## src/rtl/pipe_pkg.sv

```systemverilog
// Shared MEM->WB definitions: WB control bit positions, default widths and payload layout.
package pipe_pkg;

  localparam int unsigned WB_REG_WRITE  = 0;
  localparam int unsigned WB_MEM_TO_REG = 1;

  localparam int unsigned DEF_DATA_W = 32;
  localparam int unsigned DEF_REG_W  = 5;
  localparam int unsigned DEF_CTRL_W = 2;

  typedef struct packed {
    logic [DEF_CTRL_W-1:0] ctrl;
    logic [DEF_DATA_W-1:0] read_data;
    logic [DEF_DATA_W-1:0] alu_result;
    logic [DEF_REG_W-1:0]  wr_reg;
  } mem_wb_payload_t;

  localparam int unsigned DEF_PAYLOAD_W = $bits(mem_wb_payload_t);

endpackage

```

## src/rtl/pipe_slot.sv

```systemverilog
// One pipeline slot: valid flag plus payload; clear beats load, payload changes only on load.
module pipe_slot #(
  parameter int unsigned W = 1
) (
  input  logic         clk,
  input  logic         rst_n,
  input  logic         load_i,
  input  logic         clear_i,
  input  logic [W-1:0] data_i,
  output logic         valid_o,
  output logic [W-1:0] data_o
);

  logic         valid_q, valid_d;
  logic [W-1:0] data_q, data_d;

  always_comb begin
    valid_d = valid_q;
    data_d  = data_q;
    if (clear_i) begin
      valid_d = 1'b0;
    end else if (load_i) begin
      valid_d = 1'b1;
      data_d  = data_i;
    end
  end

  always_ff @(posedge clk or negedge rst_n) begin
    if (!rst_n) begin
      valid_q <= 1'b0;
      data_q  <= '0;
    end else begin
      valid_q <= valid_d;
      data_q  <= data_d;
    end
  end

  assign valid_o = valid_q;
  assign data_o  = data_q;

endmodule

```

## src/rtl/mem_wb_pipe_reg.sv

```systemverilog
// MEM->WB pipeline register with valid/ready handshake, flush and optional 2-entry skid buffer.
module mem_wb_pipe_reg
  import pipe_pkg::*;
#(
  parameter int unsigned DATA_W = DEF_DATA_W,
  parameter int unsigned REG_W  = DEF_REG_W,
  parameter int unsigned CTRL_W = DEF_CTRL_W,
  parameter bit          SKID   = 1'b1
) (
  input  logic              clk,
  input  logic              rst_n,
  input  logic              flush,
  input  logic              in_valid,
  output logic              in_ready,
  input  logic [CTRL_W-1:0] ctrl_wb_in,
  input  logic [DATA_W-1:0] read_data_in,
  input  logic [DATA_W-1:0] alu_result_in,
  input  logic [REG_W-1:0]  write_reg_in,
  output logic              out_valid,
  input  logic              out_ready,
  output logic [CTRL_W-1:0] mem_ctrl_wb,
  output logic [DATA_W-1:0] read_data,
  output logic [DATA_W-1:0] mem_alu_result,
  output logic [REG_W-1:0]  mem_write_reg
);

  localparam int unsigned PW = CTRL_W + 2 * DATA_W + REG_W;

  logic          out_v, skid_v;
  logic [PW-1:0] in_pl, out_pl, skid_pl, out_src;
  logic          in_fire, out_room;
  logic          out_load, out_clear, skid_load, skid_clear;

  assign in_pl = {ctrl_wb_in, read_data_in, alu_result_in, write_reg_in};

  // Slot control: output refills from skid first, else from the input; flush wins over loads.
  always_comb begin
    in_fire    = in_valid & in_ready;
    out_room   = ~out_v | out_ready;
    out_load   = ~flush & out_room & (skid_v | in_fire);
    out_clear  = flush | (out_v & out_ready & ~skid_v & ~in_fire);
    skid_load  = ~flush & in_fire & out_v & ~out_ready;
    skid_clear = flush | (skid_v & out_ready);
    out_src    = skid_v ? skid_pl : in_pl;
  end

  pipe_slot #(.W(PW)) u_out (
    .clk     (clk),
    .rst_n   (rst_n),
    .load_i  (out_load),
    .clear_i (out_clear),
    .data_i  (out_src),
    .valid_o (out_v),
    .data_o  (out_pl)
  );

  generate
    if (SKID) begin : g_skid
      pipe_slot #(.W(PW)) u_skid (
        .clk     (clk),
        .rst_n   (rst_n),
        .load_i  (skid_load),
        .clear_i (skid_clear),
        .data_i  (in_pl),
        .valid_o (skid_v),
        .data_o  (skid_pl)
      );
      // Registered ready: no combinational path from out_ready.
      assign in_ready = ~skid_v;
    end else begin : g_noskid
      assign skid_v   = 1'b0;
      assign skid_pl  = '0;
      assign in_ready = ~out_v | out_ready;
    end
  endgenerate

  assign out_valid      = out_v;
  assign mem_ctrl_wb    = out_v ? out_pl[PW-1 -: CTRL_W] : CTRL_W'(0);
  assign read_data      = out_pl[PW-CTRL_W-1 -: DATA_W];
  assign mem_alu_result = out_pl[REG_W +: DATA_W];
  assign mem_write_reg  = out_pl[REG_W-1:0];

endmodule
```

## config.mk

```make
export PLATFORM = sky130hd
export DESIGN_NAME = mem_wb_pipe_reg
export DESIGN_NICKNAME = d
export VERILOG_FILES = /design/src/rtl/pipe_pkg.sv /design/src/rtl/pipe_slot.sv /design/src/rtl/mem_wb_pipe_reg.sv
export SDC_FILE = /design/constraint.sdc
export NUM_CORES = 1
export LEC_CHECK = 0
export BUFFER_PORTS_ARGS = -buffer_cell sky130_fd_sc_hd__buf_2
export CORE_MARGIN = 2
export CORE_UTILIZATION = 30
export CTS_CLUSTER_DIAMETER = 60
export CTS_CLUSTER_SIZE = 8
export DETAILED_ROUTE_END_ITERATION = 8
export PLACE_DENSITY = 0.51
export SLEW_MARGIN = 20
export SYNTH_ARGS = -nofsm -noshare
export SYNTH_HDL_FRONTEND = slang
export SYNTH_HIERARCHICAL = 1
export SYNTH_SLANG_ARGS = --single-unit
```

## constraint.sdc

```tcl
create_clock -name clk -period 2.35 [get_ports clk]
set_clock_uncertainty 0.15 [all_clocks]
set_input_delay 0.1175 -clock clk [delete_from_list [all_inputs] [get_ports clk]]
set_output_delay 0.1175 -clock clk [all_outputs]
set_load 0.05 [all_outputs]
```

==> parameters.txt <==
Parameter                              Value

Pwr
  Relative contribution of combinational cells to total power ... 0.298
  Worst ir drop on vdd ... 0.000353 V
  Reg power frac ... 0.378
  Fraction of power consumed by the clock network ... 0.324
  Leakage power of the design ... 4.58 nW
  Share of total power consumed by net switching ... 0.332
  Power Density ... 918 nW/µm²
  Internal Dissipation ... 0.00587 W
  Power spent charging and discharging nets ... 0.00292 W

Worst setup path
  Peak per-stage delay on the critical path ... 0.44 ns
  Crit Reg-Reg Startpoint ... g_skid.u_skid/valid_o$_DFFE_PN0P_
  Last element of the critical path ... u_out/data_o[70]$_DFFE_PN0P_
  CP max FO ... 38
  Critical path cell sequence ... inv_1 > a221oi_2 > buf_4 > nor2b_4 > buf_12 > mux2_2
  Startpoint of the worst setup timing path ... g_skid.u_skid/valid_o$_DFFE_PN0P_
  Worst Path Class, Setup ... reg2reg
  Worst Path Required ... 2.49 ns
  Cells on worst reg2reg path ... 6
  Critical path data arrival time ... 2.29 ns
  Critical path's slowest cell ... sky130_fd_sc_hd__dfrtp_4
  Reg-to-reg slack, setup ... 0.20 ns
  Startpoint class of the critical path ... flip-flop
  Endpoint type of the worst setup path ... flip-flop
  End of the worst register-to-register path ... u_out/data_o[70]$_DFFE_PN0P_

Route
  Post-DR vias/cell ... 4.14
  1st-iter DRT viols ... approximately 110
  Count of nets left with antenna violations after detail routing ... 0
  Final routed DRC violation total ... 0
  Sum of routed wire length over all layers ... approximately 15 mm
  Pre-antenna DRT Iters ... 4
  Total vias in the final route ... roughly 4000
  Routed wire per std cell ... roughly 15 µm

Cells and area
  Share of layout cells above drive strength 1 ... 0.639
  Multi-input gate area ... 3280 µm²
  Area growth from synthesis to layout ... 30.0%
  Number of nets at the end of the flow ... 700
  Non-filler instance count after layout ... roughly 960
  Total area of sequential cells ... between 3000 and 4000 µm²
  Final design area excluding fillers ... 9580 µm²
  Antenna cell count ... 0
  Layout fillers ... between 2000 and 2500
  Final design utilization ... 0.395

Yosys
  Simple logic cell fraction of the synthesized area ... 0.00917
  Cell area after technology mapping ... 7370 µm²
  Dominant combinational cell family by area after synthesis ... multiplexers
  Number of standard cells after synthesis ... 397
  Share of the synthesized area in compound gates (AO/OA/AOI/OAI) ... 0.00441
  Average instance area after synthesis ... 18.6 µm²
  Synth unique cells ... 13
  Fraction of synthesized area in multiplexers ... 0.432
  Xor/xnor share of the synthesized area ... 0
  Synthesized Nets ... 473
  Flop and latch count out of synthesis ... approximately 140
  Fraction of the yosys area taken by sequential cells ... 0.489
  Fraction of the mapped netlist area in adder cells ... 0
  Synth warnings ... 6

Hold path
  Min-delay worst type ... in2reg

Global routing
  Total GRT Usage ... 0.120
  Most Used Layer, Global Route ... met2
  Fraction of met1 tracks used by global routing ... 0.160
  Wire length of the first global-routing pass ... between 20 and 25 mm
  Met2 Usage GRT ... 0.186
  GRT overflow ... 0
  GR Util met3 ... 0.0367
  Initial antenna violation count ... 0
  Number of global-route vias before repair ... 4571
  Pin count of the biggest net entering global routing ... 65

Outcome
  Run status ... finished, final reports clean

Timing
  Min cycle time layout ... 2.15 ns
  Maximum clock frequency ... 0.465 GHz
  Aggregate negative setup slack ... 0 ns
  Total setup violations reported at the end of the flow ... 0
  Part of the cycle the worst path needs ... 0.915
  Count of endpoints failing hold in the final timing report ... 0
  Worst slew margin relative to its limit ... 0.570
  Unrepaired setup endpoints after global routing ... false
  Transition time at the pin with the least slew margin ... 0.646 ns
  Number of pins exceeding their max-slew limit in the final report ... 0

CTS
  H-tree Lvls ... 4
  Clk slew on worst S/H paths ... 0.07 ns
  Master cell of the clock root buffer ... sky130_fd_sc_hd__clkbuf_16
  Clock Path Buffers ... 2
  Total CTS buffers ... 17
  Number of clock sinks ... between 100 and 150
  TritonCTS clock tree ... yes
  Skew-Pair Late Insertion Delay ... 0.41 ns

Placement
  Total of buffers placed on input and output ports ... 148
  Total cell area at the placement stage ... 8200 µm²
  Detailed placement HPWL ... ~9.5 mm
  Post-placement cell count ... about 850
  Final RePlAce weighted congestion ... 0.693

Floorplan
  Standard-cell rows ... 57
  Core Area ... 24200 µm²
  Initial cell density of the core ... 0.304
  Die height ... 161 µm
  DIE AREA ... 25800 µm²
  Top Ports ... 149
  Die width ... 161 µm

Flow run
  Total of max-cap violations ... 0
critical path: cells and delay by family (launching register included):
kind,cells,cell delay [ns]
buf+inv,3,0.56
flops,1,0.44
simple gates,1,0.20
mux,1,0.38
compound gates,1,0.28
placed cells by master, fill, tap and decap left out, types with 3 or more instances in the layout:
cell,instances
sky130_fd_sc_hd__buf_2,147
sky130_fd_sc_hd__mux2_4,209
sky130_fd_sc_hd__inv_6,4
sky130_fd_sc_hd__bufinv_16,3
sky130_fd_sc_hd__dlygate4sd3_1,75
sky130_fd_sc_hd__buf_12,7
sky130_fd_sc_hd__dfrtp_1,142
sky130_fd_sc_hd__nor2_1,5
sky130_fd_sc_hd__inv_1,3
sky130_fd_sc_hd__mux2_2,4
sky130_fd_sc_hd__clkbuf_16,17
flip-flops by register name, indices dropped and copies added (netlist names):
signal / flops
g_skid.u_skid/data_o: 71
u_out/valid_o: 1
g_skid.u_skid/valid_o: 1
u_out/data_o: 71
layout make-up:
class / count / share of cell area
Sequential cell: 144 / 0.377
Timing Repair Buffer: 232 / 0.173
Clock inverter: 14 / 0.0187
Inverter: 3 / 0.00118
Clock buffer: 18 / 0.0458
Tap cell: 324 / 0.0423
Multi-Input combinational cell: 226 / 0.343
cells in the mapped netlist:
cell,number,area [µm²]
sky130_fd_sc_hd__and4_1,1,8.76
sky130_fd_sc_hd__nor2b_4,2,27.5
sky130_fd_sc_hd__and2_1,2,12.5
sky130_fd_sc_hd__inv_1,3,11.3
sky130_fd_sc_hd__a221oi_2,1,15.0
sky130_fd_sc_hd__nor2_1,5,18.8
sky130_fd_sc_hd__a21o_1,1,7.51
sky130_fd_sc_hd__buf_12,23,460
sky130_fd_sc_hd__dfrtp_1,144,3600
sky130_fd_sc_hd__mux2_2,4,45.0
sky130_fd_sc_hd__mux2_4,209,3140
sky130_fd_sc_hd__a41o_1,1,10.0
sky130_fd_sc_hd__buf_6,1,11.3
per-stage QoR:
| step | power [W] | hold WS (ns) | worst slack, ns |
|---|---|---|---|
| floorplan | 0.00530 | -0.328 | 0.138 |
| global placement | 0.00586 | 0.0160 | 0.370 |
| detailed placement | 0.00590 | 0.0210 | 0.293 |
| CTS | 0.00893 | 0.0133 | 0.0738 |
| global route | 0.00920 | 0.0440 | 0.131 |
| finish | 0.00879 | 0.0368 | 0.201 |
metal layers:
layer  up-vias  wire length (µm)
met5         -                 0
met4         0               150
met3         9               745
met2        87              6840
li1       1871                 -
met1      2010              7110
timing repair:
action | CTS | global route
hold buffers | 76 | 0
buffers inserted | 0 | 1
resized for setup | 0 | 1
endpoints found under the setup margin | 0 | 1
hold endpoints to repair | 206 | 0
power groups by stage:
| stage | registers [W] | logic (W) | clock network [W] |
|---|---|---|---|
| 5_1_grt | 0.00340 | 0.00275 | 0.00306 |
| 4_1_cts | 0.00333 | 0.00265 | 0.00295 |
| 6_report | 0.00333 | 0.00262 | 0.00285 |
| 3_5_place_dp | 0.00336 | 0.00254 | 0 |
| 3_3_place_gp | 0.00334 | 0.00252 | 0 |
| 2_1_floorplan | 0.00430 | 0.000998 | 0 |
cell families after synthesis:
family	after synthesis
AND/OR/NAND/NOR	10
buffers and inverters	27
AO/OA/AOI/OAI	3
flip-flops	144
multiplexers	213
worst min-delay path by stage:
stage | startpoint | end | cells past startpoint
2_1_floorplan | rst_n | g_skid.u_skid/data_o[0]$_DFFE_PN0P_ | 0
4_1_cts | in_valid | g_skid.u_skid/valid_o$_DFFE_PN0P_ | 4
6_report | in_valid | g_skid.u_skid/valid_o$_DFFE_PN0P_ | 4
3_5_place_dp | rst_n | u_out/data_o[46]$_DFFE_PN0P_ | 1
5_1_grt | in_valid | g_skid.u_skid/valid_o$_DFFE_PN0P_ | 4
3_3_place_gp | rst_n | g_skid.u_skid/data_o[46]$_DFFE_PN0P_ | 1
No activity file was read; power rests on OpenSTA's default activity.
